File: src/rtl/prco_fetch_unit.sv
// Fetch stage in front of prco_lmem: PC, single-outstanding fetch, instruction queue, data-port arbitration.
// Optional PC bounds fault enabled by defining PRCO_FETCH_BOUNDS_EN.
module prco_fetch_unit #(
   parameter logic [15:0] P_RESET_PC    = 16'h0000,
   parameter int          P_QUEUE_DEPTH = 2,
   parameter logic [15:0] P_PC_MAX      = 16'h00FF
) (
   input  logic        i_clk,
   input  logic        i_reset,
   output logic        q_ce_fetch,
   output logic [15:0] q_mem_addr,
   input  logic        i_ce_dec,
   input  logic [15:0] i_mem_douta,
   input  logic        i_dmem_req,
   output logic        q_dmem_grant,
   input  logic        i_branch_en,
   input  logic [15:0] i_branch_addr,
   output logic [15:0] q_instr,
   output logic [15:0] q_instr_pc,
   output logic        q_instr_valid,
   input  logic        i_instr_ready,
   output logic        q_fetch_fault,
   output logic        o_dbg_state
);

   localparam int LP_AW = (P_QUEUE_DEPTH > 1) ? $clog2(P_QUEUE_DEPTH) : 1;
   localparam int LP_CW = LP_AW + 1;
   localparam logic [LP_CW-1:0] LP_DEPTH = LP_CW'(P_QUEUE_DEPTH);

   typedef enum logic {S_ISSUE = 1'b0, S_WAIT = 1'b1} state_t;

   state_t            r_state;
   state_t            w_state_nxt;
   logic [15:0]       r_pc;
   logic              r_discard;
   logic              r_ce_fetch;
   logic [15:0]       r_mem_addr;
   logic              r_dmem_grant;
   logic              r_fault;
   logic [15:0]       r_q_instr [P_QUEUE_DEPTH];
   logic [15:0]       r_q_pc    [P_QUEUE_DEPTH];
   logic [LP_AW-1:0]  r_rd;
   logic [LP_AW-1:0]  r_wr;
   logic [LP_CW-1:0]  r_count;

   logic              w_room;
   logic              w_bounds_hit;
   logic              w_halted;
   logic              w_issue_ok;
   logic              w_head_valid;
   logic              w_pop;
   logic              w_flush;
   logic              w_issue;
   logic              w_grant;
   logic              w_push;
   logic              w_fault_set;
   logic              w_discard_nxt;
   logic [15:0]       w_pc_nxt;

`ifdef PRCO_FETCH_BOUNDS_EN
   assign w_bounds_hit = (r_pc > P_PC_MAX);
   assign w_halted     = r_fault;
`else
   logic w_unused_pc_max;
   assign w_bounds_hit    = 1'b0;
   assign w_halted        = 1'b0;
   assign w_unused_pc_max = ^P_PC_MAX;
`endif

   // Queue handshake: the head transfers on a cycle where q_instr_valid and i_instr_ready are both 1;
   // a branch in that cycle flushes instead, so the head is not consumed.
   assign w_head_valid = (r_count != '0);
   assign w_pop        = w_head_valid && i_instr_ready && !i_branch_en;
   assign w_flush      = i_branch_en;
   assign w_room       = (r_count < LP_DEPTH);
   assign w_issue_ok   = !i_branch_en && !i_dmem_req && w_room && !w_halted && !w_bounds_hit;

   always_ff @(posedge i_clk or posedge i_reset) begin
      if (i_reset) r_state <= S_ISSUE;
      else         r_state <= w_state_nxt;
   end

   always_comb begin
      w_state_nxt = r_state;
      case (r_state)
         S_ISSUE: if (w_issue_ok) w_state_nxt = S_WAIT;
         S_WAIT:  if (i_ce_dec)   w_state_nxt = S_ISSUE;
         default: w_state_nxt = S_ISSUE;
      endcase
   end

   always_comb begin
      w_issue       = 1'b0;
      w_grant       = 1'b0;
      w_push        = 1'b0;
      w_fault_set   = 1'b0;
      w_discard_nxt = r_discard;
      w_pc_nxt      = r_pc;
      case (r_state)
         S_ISSUE: begin
            if (i_branch_en)      w_pc_nxt = i_branch_addr;
            else if (i_dmem_req)  w_grant  = 1'b1;
            else if (w_room && !w_halted) begin
               if (w_bounds_hit)  w_fault_set = 1'b1;
               else               w_issue     = 1'b1;
            end
         end
         S_WAIT: begin
            // A redirect while a fetch is in flight marks its word for dropping unless it lands now.
            if (i_branch_en) begin
               w_pc_nxt      = i_branch_addr;
               w_discard_nxt = !i_ce_dec;
            end else if (i_ce_dec) begin
               if (r_discard) begin
                  w_discard_nxt = 1'b0;
               end else begin
                  w_push   = 1'b1;
                  w_pc_nxt = r_pc + 16'd1;
               end
            end
         end
         default: ;
      endcase
   end

   always_ff @(posedge i_clk or posedge i_reset) begin
      if (i_reset) begin
         r_pc         <= P_RESET_PC;
         r_discard    <= 1'b0;
         r_ce_fetch   <= 1'b0;
         r_mem_addr   <= P_RESET_PC;
         r_dmem_grant <= 1'b0;
         r_fault      <= 1'b0;
         r_rd         <= '0;
         r_wr         <= '0;
         r_count      <= '0;
      end else begin
         r_pc         <= w_pc_nxt;
         r_discard    <= w_discard_nxt;
         r_ce_fetch   <= w_issue;
         r_dmem_grant <= w_grant;
         if (w_issue)     r_mem_addr <= r_pc;
         if (w_fault_set) r_fault    <= 1'b1;
         if (w_flush) begin
            r_rd    <= '0;
            r_wr    <= '0;
            r_count <= '0;
         end else begin
            if (w_push) r_wr <= r_wr + LP_AW'(1);
            if (w_pop)  r_rd <= r_rd + LP_AW'(1);
            case ({w_push, w_pop})
               2'b10:   r_count <= r_count + LP_CW'(1);
               2'b01:   r_count <= r_count - LP_CW'(1);
               default: r_count <= r_count;
            endcase
         end
      end
   end

   always_ff @(posedge i_clk) begin
      if (w_push) begin
         r_q_instr[r_wr] <= i_mem_douta;
         r_q_pc[r_wr]    <= r_pc;
      end
   end

   assign q_ce_fetch    = r_ce_fetch;
   assign q_mem_addr    = r_mem_addr;
   assign q_dmem_grant  = r_dmem_grant;
   assign q_fetch_fault = r_fault;
   assign q_instr_valid = w_head_valid;
   assign q_instr       = w_head_valid ? r_q_instr[r_rd] : 16'h0000;
   assign q_instr_pc    = w_head_valid ? r_q_pc[r_rd]    : 16'h0000;
   assign o_dbg_state   = (r_state == S_WAIT);

endmodule
File: config.mk
export PLATFORM = sky130hd
export DESIGN_NAME = prco_fetch_unit
export DESIGN_NICKNAME = d
export VERILOG_FILES = /design/src/rtl/prco_fetch_unit.sv
export SDC_FILE = /design/constraint.sdc
export NUM_CORES = 1
export LEC_CHECK = 0
export ABC_AREA = 1
export CAP_MARGIN = 40
export CORE_MARGIN = 4
export CORE_UTILIZATION = 50
export CTS_CLUSTER_DIAMETER = 50
export CTS_CLUSTER_SIZE = 12
export DETAILED_ROUTE_END_ITERATION = 16
export GPL_ROUTABILITY_DRIVEN = 0
export MAX_ROUTING_LAYER = met4
export PLACE_DENSITY_LB_ADDON = 0.3
export RECOVER_POWER = 25
export SYNTH_ARGS = -nofsm -noshare
export SYNTH_HDL_FRONTEND = slang
export SYNTH_SLANG_ARGS = --single-unit
File: constraint.sdc
create_clock -name i_clk -period 4.7 [get_ports i_clk]
set_clock_uncertainty 0.15 [all_clocks]
set_input_delay 0.705 -clock i_clk [delete_from_list [all_inputs] [get_ports i_clk]]
set_output_delay 0.705 -clock i_clk [all_outputs]
set_load 0.05 [all_outputs]
Yosys cells after proc, flatten, opt, wreduce, memory -nomap -nowiden
Memories as Yosys holds them, arrays and structs flattened.
Cells that the tools add are included.
{"block": "totals", "regBits": 40, "mem_bits_rw": 64, "out_inout_bits": 53, "word_cells": 68, "memories": 2}
{"name": "r_q_instr", "words": 2, "width": 16, "rd": 1, "rd_ports_with_merged_regs": 0, "write_ports": 1, "line": "40", "text": "logic [15:0] r_q_instr [P_QUEUE_DEPTH];"}
{"name": "r_q_pc", "words": 2, "width": 16, "rd": 1, "rd_ports_with_merged_regs": 0, "write_ports": 1, "line": "41", "text": "logic [15:0] r_q_pc [P_QUEUE_DEPTH];"}
{"block": "classes", "addsub": 5, "magnitude_cmp": 1, "n_eq_ne": 5, "muxes": 31, "n_bitwise": 1, "n_reduce_logical": 14}
{"operator": "$mux W16", "n": 6}
{"operator": "$pmux W16 S2", "n": 1}
{"operator": "$mux W1", "n": 21}
{"operator": "$add A16 B1 Y16 const B", "n": 1}
{"operator": "$reduce_bool A2 Y1", "n": 4}
{"operator": "$ne A3 B3 Y1 const B", "n": 2}
{"operator": "$logic_and A1 B1 Y1", "n": 4}
{"operator": "$pmux W2 S2", "n": 1}
{"operator": "$logic_not A1 Y1", "n": 3}
{"operator": "$reduce_and A3 Y1", "n": 1}
{"operator": "$reduce_bool A3 Y1", "n": 1}
{"operator": "$add A1 B1 Y1 const B", "n": 2}
{"operator": "$add A2 B1 Y2 const B", "n": 1}
{"operator": "$eq A2 B1 Y1 const B", "n": 1}
{"operator": "$eq A2 B2 Y1 const B", "n": 1}
{"operator": "$lt A2 B2 Y1 const B", "n": 1}
{"operator": "$mux W2", "n": 1}
{"operator": "$ne A2 B2 Y1 const B", "n": 1}
{"operator": "$pmux W1 S2", "n": 1}
{"operator": "$reduce_and A2 Y1", "n": 1}
{"operator": "$sub A2 B1 Y2 const B", "n": 1}
{"operator": "$not A1 Y1", "n": 1}

Logic depth before layout (Yosys ltp)
Gate-level depths: netlist of the first run.
{"block": "depth", "word_depth": 7, "depth_mapped": 9, "ltp_nobuf": 9}

Worst setup path before layout of the first run
Ideal clock, no wire load.
{"block": "synth_timing", "path_kind": "register to register", "start": "reg r_state, in the netlist o_dbg_state", "end": "mem r_q_instr[0][0] (enable)", "setup_time_ns": 0.423, "t_arrival_ns": 2.437, "required_time_ns": 4.127, "setup_slack_ns": 1.690, "stages_incl_launch_ff": 5, "period_less_slack_ns": 3.010, "cell_sequence": "dfrtp_1 nand3_2 nor2_1 inv_1 nor2_1"}
{"block": "synth_between", "elab_chain_len": 3}
{"item": "start: declaration", "line": "32", "text": "state_t r_state;"}
{"item": "start signal: assignment", "line": "80", "text": "else r_state <= w_state_nxt;"}
{"item": "$mux W1", "line": "99", "text": "case (r_state)"}
{"item": "$mux W1", "line": "161", "text": "if (w_push) begin"}
{"item": "$mux W1 (implied by the code)", "line": "162", "text": "r_q_instr[r_wr] <= i_mem_douta;"}
{"item": "end: declaration", "line": "40"}
No other way between the ends.

Worst setup path after layout of the first run
{"block": "layout_timing", "start": "reg r_rd", "end": "out q_instr[14]"}
{"block": "layout_between", "elab_chain_len": 2}
{"item": "start: declaration", "line": "42", "text": "logic [LP_AW-1:0] r_rd;"}
{"item": "start signal: assignment", "line": "150", "text": "if (w_pop) r_rd <= r_rd + LP_AW'(1);"}
{"item": "$mem_v2 Z2 W16"}
{"item": "$mux W16", "line": "172", "text": "assign q_instr = w_head_valid ? r_q_instr[r_rd] : 16'h0000;"}
{"item": "end: declaration", "line": "18", "text": "output logic [15:0] q_instr,"}
No other way between the ends.

==> results of run 1 <==
-- per-layer routing --
layer / wire, um / vias up / track usage / part of all wire
met5: 0 / - / - / 0
met4: 71 / 0 / 0.0528 / 0.0074
met3: 680 / 6 / 0.0271 / 0.071
met2: 4440 / 109 / 0.299 / 0.46
met1: 4440 / 1572 / 0.287 / 0.46
li1: - / 1682 / - / -
-- state kept, by name, summed over array words and instances (netlist names) --
name          flops
r_rd              1
r_wr              1
o_dbg_state       1
r_discard         1
r_q_instr        32
q_mem_addr       16
r_count           2
r_q_pc           32
q_dmem_grant      1
r_pc             16
q_ce_fetch        1
-- final cells by class --
cell class                      instances  area, um2  area share
Sequential cell                       104       2920       0.514
Tap cell                              108        135      0.0238
Multi-Input combinational cell        292       1320       0.231
Clock inverter                          7       63.8      0.0112
Inverter                               40        153      0.0268
Clock buffer                            9        124      0.0218
Timing Repair Buffer                   96        975       0.171
-- cell families (layout without fill, tap and decap cells) --
logic type,after synthesis,count (layout)
AOI/OAI and AO/OA,83,83
xor gates and xnor gates,1,1
adders and majority gates,1,1
buffers and inverters,59,152
DFF,104,104
other,1,1
and+or+nand+nor,206,206
-- power breakdown --
group	switching [mW]	total [mW]	internal [mW]	leakage (nW)
Clock	0.317	0.521	0.204	0.0899
Sequential	0.130	1.26	1.13	1.06
Combinational	1.13	1.65	0.514	1.16
-- critical path: stages (launching register included) --
cell	delay, ns
dfrtp_1	0.33
buf_4	0.31
clkinv_1	0.32
buf_16	0.25
nand2_1	0.07
a21oi_1	0.06
clkdlybuf4s50_1	0.72
-- cell usage in the layout, fill, tap and decap left out, types with 2 or more instances in the layout --
| cell type | netlist | layout |
|---|---|---|
| a21oi_1 | 39 | 39 |
| buf_4 | 3 | 4 |
| clkbuf_8 | 0 | 9 |
| clkdlybuf4s50_1 | 0 | 72 |
| clkinv_4 | 0 | 2 |
| clkinvlp_4 | 0 | 2 |
| dfrtp_1 | 40 | 40 |
| dlygate4sd3_1 | 0 | 17 |
| edfxtp_1 | 64 | 64 |
| inv_1 | 34 | 34 |
| inv_2 | 4 | 4 |
| inv_8 | 0 | 2 |
| nand2_1 | 153 | 153 |
| nand2_2 | 2 | 2 |
| nand3_1 | 18 | 18 |
| nand3_2 | 2 | 2 |
| nand4_1 | 4 | 4 |
| nor2_1 | 19 | 16 |
| nor2_2 | 4 | 7 |
| o21ai_0 | 24 | 24 |
| o21ai_1 | 13 | 13 |
| o22ai_1 | 2 | 2 |
-- path summary, 6_finish.rpt --
check	from	slack (ns)	cells after the start	endpoint
worst max-delay path	r_rd	1.41	6	q_instr[14]
worst min-delay path	q_mem_addr[8]	0.34	2	q_mem_addr[8]
worst max register to register	o_dbg_state	2.91	7	r_pc[6]
worst min register to register	q_mem_addr[8]	0.34	2	q_mem_addr[8]
max in group asynchronous	i_reset	3.41	3	r_pc[4]
min in group asynchronous	i_reset	0.62	3	r_pc[0]
==> key figures, run 1 <==
Outcome
  – Status: finished clean

Placed design
  – Worst slack at placement: 1.79 ns
  – Placed wire-length estimate: 6.70 mm
  – Dpl cell area: 5500 um2
  – Placed Cells: 640
  – I/O Buffers: 89

Synthesis
  – Number of synthesized flops with an enable pin: 64
  – Sequential area share after synthesis: 0.650
  – XOR/XNOR share of the synthesized area: 0.00195
  – Synth top area share: 0.427
  – Yosys warns: 0
  – Syn Nets: 494
  – FF+latch count, synth: 104
  – Adder-Cell Fraction of Synth Area: 0.00278
  – Cells after Synth: 455
  – Cell area after synthesis: 4500 um2
  – Count of cell types in the netlist: 33
  – Mean post-synth cell area: 9.89 um2
  – Largest area contributor in the netlist: edfxtp_1
  – Fraction of the mapped netlist area in simple logic gates: 0.189
  – Most common cell in the netlist: nand2_1
  – Mux cell area share after synthesis: 0
  – Synth area leaders: edfxtp_1 43%, dfrtp_1 22%, nand2_1 13%, a21oi_1 4.3%, inv_1 2.8%
  – Combinational family with the most area after synthesis: simple AND/OR/NAND/NOR gates
  – Synth Area in Compound Gates: 0.0960
  – Synth Flop Type: edfxtp_1
  – Synth top cells by count: 153 x nand2_1, 64 x edfxtp_1, 40 x dfrtp_1
  – Asr flop ratio synth: 0.385

Clock tree
  – Clk slew on worst S/H paths: 0.10 ns
  – TritonCTS clock tree: built
  – CTS resizes: 0
  – CTS Buf Count: 9
  – Post-CTS setup-driven buffer insertion count: 0
  – H-tree depth: 3
  – Worst-skew pair later-pin latency: 0.35 ns
  – Clock tree sinks: 104
  – Hold buffers post-CTS: 0
  – Root Buffer: clkbuf_8
  – CTS max path bufs: 2

Critical path
  – Critical Path RT: 3.85 ns
  – Critical-path maximum fanout: 33
  – Critical path class: register to output port
  – CP Launch Type: register
  – CP arrival: 2.44 ns
  – CP endpoint kind: output port

STA
  – Slew @ Worst Pin: 0.522 ns
  – Unrepaired setup endpoints after global routing: no
  – Fmax: 304 MHz
  – Hold Slack: 0.343 ns
  – Final setup viols: 0
  – Fin crit period: 3.29 ns
  – Worst rel slew slack: 0.651
  – Setup TNS: 0 ns
  – Slew Limit Fails: 0
  – Hold Fails Final Rpt: 0
  – Min setup slack post-route: 1.41 ns
  – Final worst-path cycle share: 0.700

Layout
  – Area grow syn2layout: 26.5%
  – Fin area: 5690 um2
  – Final std cells w/o fill: 656
  – Layout fillers: 690
  – Ratio of cells with drive above 1 in the final layout: 0.0766
  – Final core occ: 0.652
  – Nets: 582
  – ANT cells: 0

GRT
  – Initial antenna violation count: 0
  – Grt ovf: 0
  – Vias in the first global route: 3368
  – GRT Overall Usage: 0.198
  – Global-route wire length before repair: 15.9 mm
  – Largest net degree at the start of global routing: 41

Drt
  – Via count: 3369
  – Antenna viol nets, final: 0
  – Detailed Route Iter0 Violations: 150
  – Residual DRC count: 0
  – Drt wl/cell: 14.7 um
  – Vias/cell: 5.14
  – Drt total wl: 9.63 mm
  – First-pass DRT Iterations: 5

Power and ir drop
  – Max rail drop VDD: 0.400 mV
  – Design Power: 3.42 mW
  – Pwr per Cell Area: 602 nW/um2
  – Leakage: 2.31 nW

Die
  – Die X: 103 um
  – DIE HEIGHT: 103 um
  – Core Region: 8720 um2
  – Die ar.: 10600 um2
  – Initial Util: 0.516
  – Number of I/O pins: 91
  – Num rows: 34

Worst hold path
  – HP Class: register to register

Job
  – Max Cap Violations: 0
No activity file was read; power rests on OpenSTA's default activity.
==> run 2, diff against run 1 <==
Settings changed: CORE_UTILIZATION 50 to 46.
Clock period 4.7 ns to 2.7 ns, I/O delays scaled along.
==> key figures, run 2 (synthesis gave the netlist of run 1 again) <==
GRT
  – Global-route wire length before repair: 16.0 mm (+0.69%)
  – Grt ovf: 0 (unchanged)
  – GRT Overall Usage: 0.183 (-0.0155)
  – Vias in the first global route: 3337 (-0.92%)
  – Initial antenna violation count: 0 (unchanged)
  – Largest net degree at the start of global routing: 41 (unchanged)

Drt
  – Residual DRC count: 0 (unchanged)
  – Antenna viol nets, final: 0 (unchanged)
  – Vias/cell: 5.04 (-2.0%)
  – Drt total wl: 9.81 mm (+1.9%)
  – Via count: 3409 (+1.2%)
  – Detailed Route Iter0 Violations: 223 (+49%)
  – Drt wl/cell: 14.5 um (-1.2%)
  – First-pass DRT Iterations: 4 (-1)

STA
  – Fmax: 430 MHz
  – Hold Fails Final Rpt: 0 (unchanged)
  – Slew Limit Fails: 0 (unchanged)
  – Hold Slack: 0.347 ns (+0.00436 ns)
  – Setup TNS: 0 ns (unchanged)
  – Final worst-path cycle share: 0.862
  – Min setup slack post-route: 0.373 ns (-1.04 ns)
  – Worst rel slew slack: 0.335 (-0.315)
  – Final setup viols: 0 (unchanged)
  – Fin crit period: 2.33 ns
  – Unrepaired setup endpoints after global routing: no
  – Slew @ Worst Pin: 0.997 ns (+0.474 ns)

Layout
  – ANT cells: 0 (unchanged)
  – Final std cells w/o fill: 677 (+3.2%)
  – Largest regs: r_q_instr: 32 flops, r_q_pc: 32 flops
  – Ratio of cells with drive above 1 in the final layout: 0.133 (+0.0566)
  – Area grow syn2layout: 25.3%
  – Nets: 582 (unchanged)
  – Fin area: 5630 um2 (-0.97%)
  – Commonest cells after routing, fill and taps aside: 153 x nand2_1, 64 x edfxtp_1, 41 x clkdlybuf4s50_1
  – Layout fillers: 826 (+20%)
  – Final core occ: 0.601 (-0.0512)
  – Most common cell after layout, fill and taps aside: nand2_1

Job
  – Max Cap Violations: 0 (unchanged)

Critical path
  – Buffers plus inverters on the worst setup path: 2 (-2)
  – CP delay by family, top: buffers and inverters
  – CP arrival: 1.77 ns (-0.67 ns)
  – CP endpoint kind: output port
  – Critical path class: register to output port
  – CP Launch Type: register
  – CP Cell Sequence: inv_1 > nand2_2 > clkdlybuf4s50_1
  – Worst path max stage delay: 0.81 ns (+0.09 ns)
  – Critical Path RT: 2.14 ns (-1.71 ns)
  – Critical-path maximum fanout: 4 (-88%)
  – Slowest cell on the critical path: clkdlybuf4s50_1

Power and ir drop
  – Switch Pwr: 2.74 mW (+74%)
  – Leakage: 2.35 nW (+1.8%)
  – Switch share: 0.462 (+0.00122)
  – Sequential share of power: 0.369 (+0.002)
  – Design Power: 5.93 mW (+73%)
  – Logic pwr share: 0.470 (-0.010)
  – Max rail drop VDD: 0.672 mV (+68%)
  – Clock network fraction of total power: 0.161 (+0.009)
  – Cell Int Power: 3.19 mW (+73%)
  – Pwr per Cell Area: 1050 nW/um2 (+75%)

Placed design
  – Placed Cells: 661 (+3.3%)
  – Dpl cell area: 5440 um2 (-1.1%)
  – I/O Buffers: 89 (unchanged)
  – Placed wire-length estimate: 6.58 mm (-1.8%)
  – Worst slack at placement: 0.420 ns (-1.37 ns)

Clock tree
  – Clock tree sinks: 104 (unchanged)
  – Clk slew on worst S/H paths: 0.10 ns (about the same)
  – CTS Buf Count: 9 (unchanged)
  – Post-CTS setup-driven buffer insertion count: 0 (unchanged)
  – H-tree depth: 3 (unchanged)
  – Hold buffers post-CTS: 0 (unchanged)
  – Worst-skew pair later-pin latency: 0.36 ns (about the same)
  – CTS max path bufs: 2 (unchanged)
  – TritonCTS clock tree: built
  – Root Buffer: clkbuf_8
  – CTS resizes: 0 (unchanged)

Die
  – Core Region: 9370 um2 (+7.5%)
  – Num rows: 35 (+2.9%)
  – DIE HEIGHT: 107 um (+3.9%)
  – Die X: 107 um (+3.9%)
  – Number of I/O pins: 91 (unchanged)
  – Die ar.: 11400 um2 (+8.0%)
  – Initial Util: 0.480 (-0.0358)

Outcome
  – Status: finished clean

Worst hold path
  – HP Class: register to register
[run 2: worst paths after layout]
check | from | endpoint | slack, ns | cells after the start
min | q_mem_addr[1] | q_mem_addr[1] | 0.35 | 2
max in group asynchronous | i_reset | r_pc[8] | 1.29 | 3
max reg2reg | r_pc[1] | r_pc[14] | 0.86 | 8
min reg2reg | q_mem_addr[1] | q_mem_addr[1] | 0.35 | 2
max | r_count[0] | q_instr_valid | 0.37 | 3
min in group asynchronous | i_reset | q_ce_fetch | 0.50 | 3
[run 2: power groups by stage]
stage                     sequential (mW)  combinational, mW  clock (mW)
after detailed placement             2.21               2.81           0
after global routing                 2.22               2.99        1.04
after CTS                            2.18               2.82       0.978
final                                2.19               2.79       0.955
after floorplan                      2.59               1.53           0
after global placement               2.20               2.78           0
[run 2: cell type report]
class | count | area, um2 | share of cell area
inverter | 40 | 153 | 0.0271
tap | 129 | 161 | 0.0286
clock inverter | 6 | 67.6 | 0.0120
timing repair buffer | 96 | 886 | 0.157
sequential | 104 | 2920 | 0.519
multi-input combinational | 292 | 1320 | 0.234
clock buffer | 10 | 128 | 0.0227
[run 2: worst register-to-register path, cell delays in order (launching register included)]
cell and delay [ns]:
dfrtp_1 0.52, ha_1 0.27, nand3_1 0.14, nor2_1 0.25, nand3_1 0.11, nand2_1 0.08
nand3_1 0.08, nand2_1 0.08, nand2_1 0.04
[run 2: layer usage]
| metal | vias to the layer above | share of wire | track usage |
|---|---|---|---|
| li1 | 1679 | - | - |
| met1 | 1597 | 0.48 | 0.261 |
| met2 | 122 | 0.45 | 0.270 |
| met3 | 11 | 0.064 | 0.0313 |
| met4 | 0 | 0.0091 | 0.0584 |
| met5 | - | 0 | - |
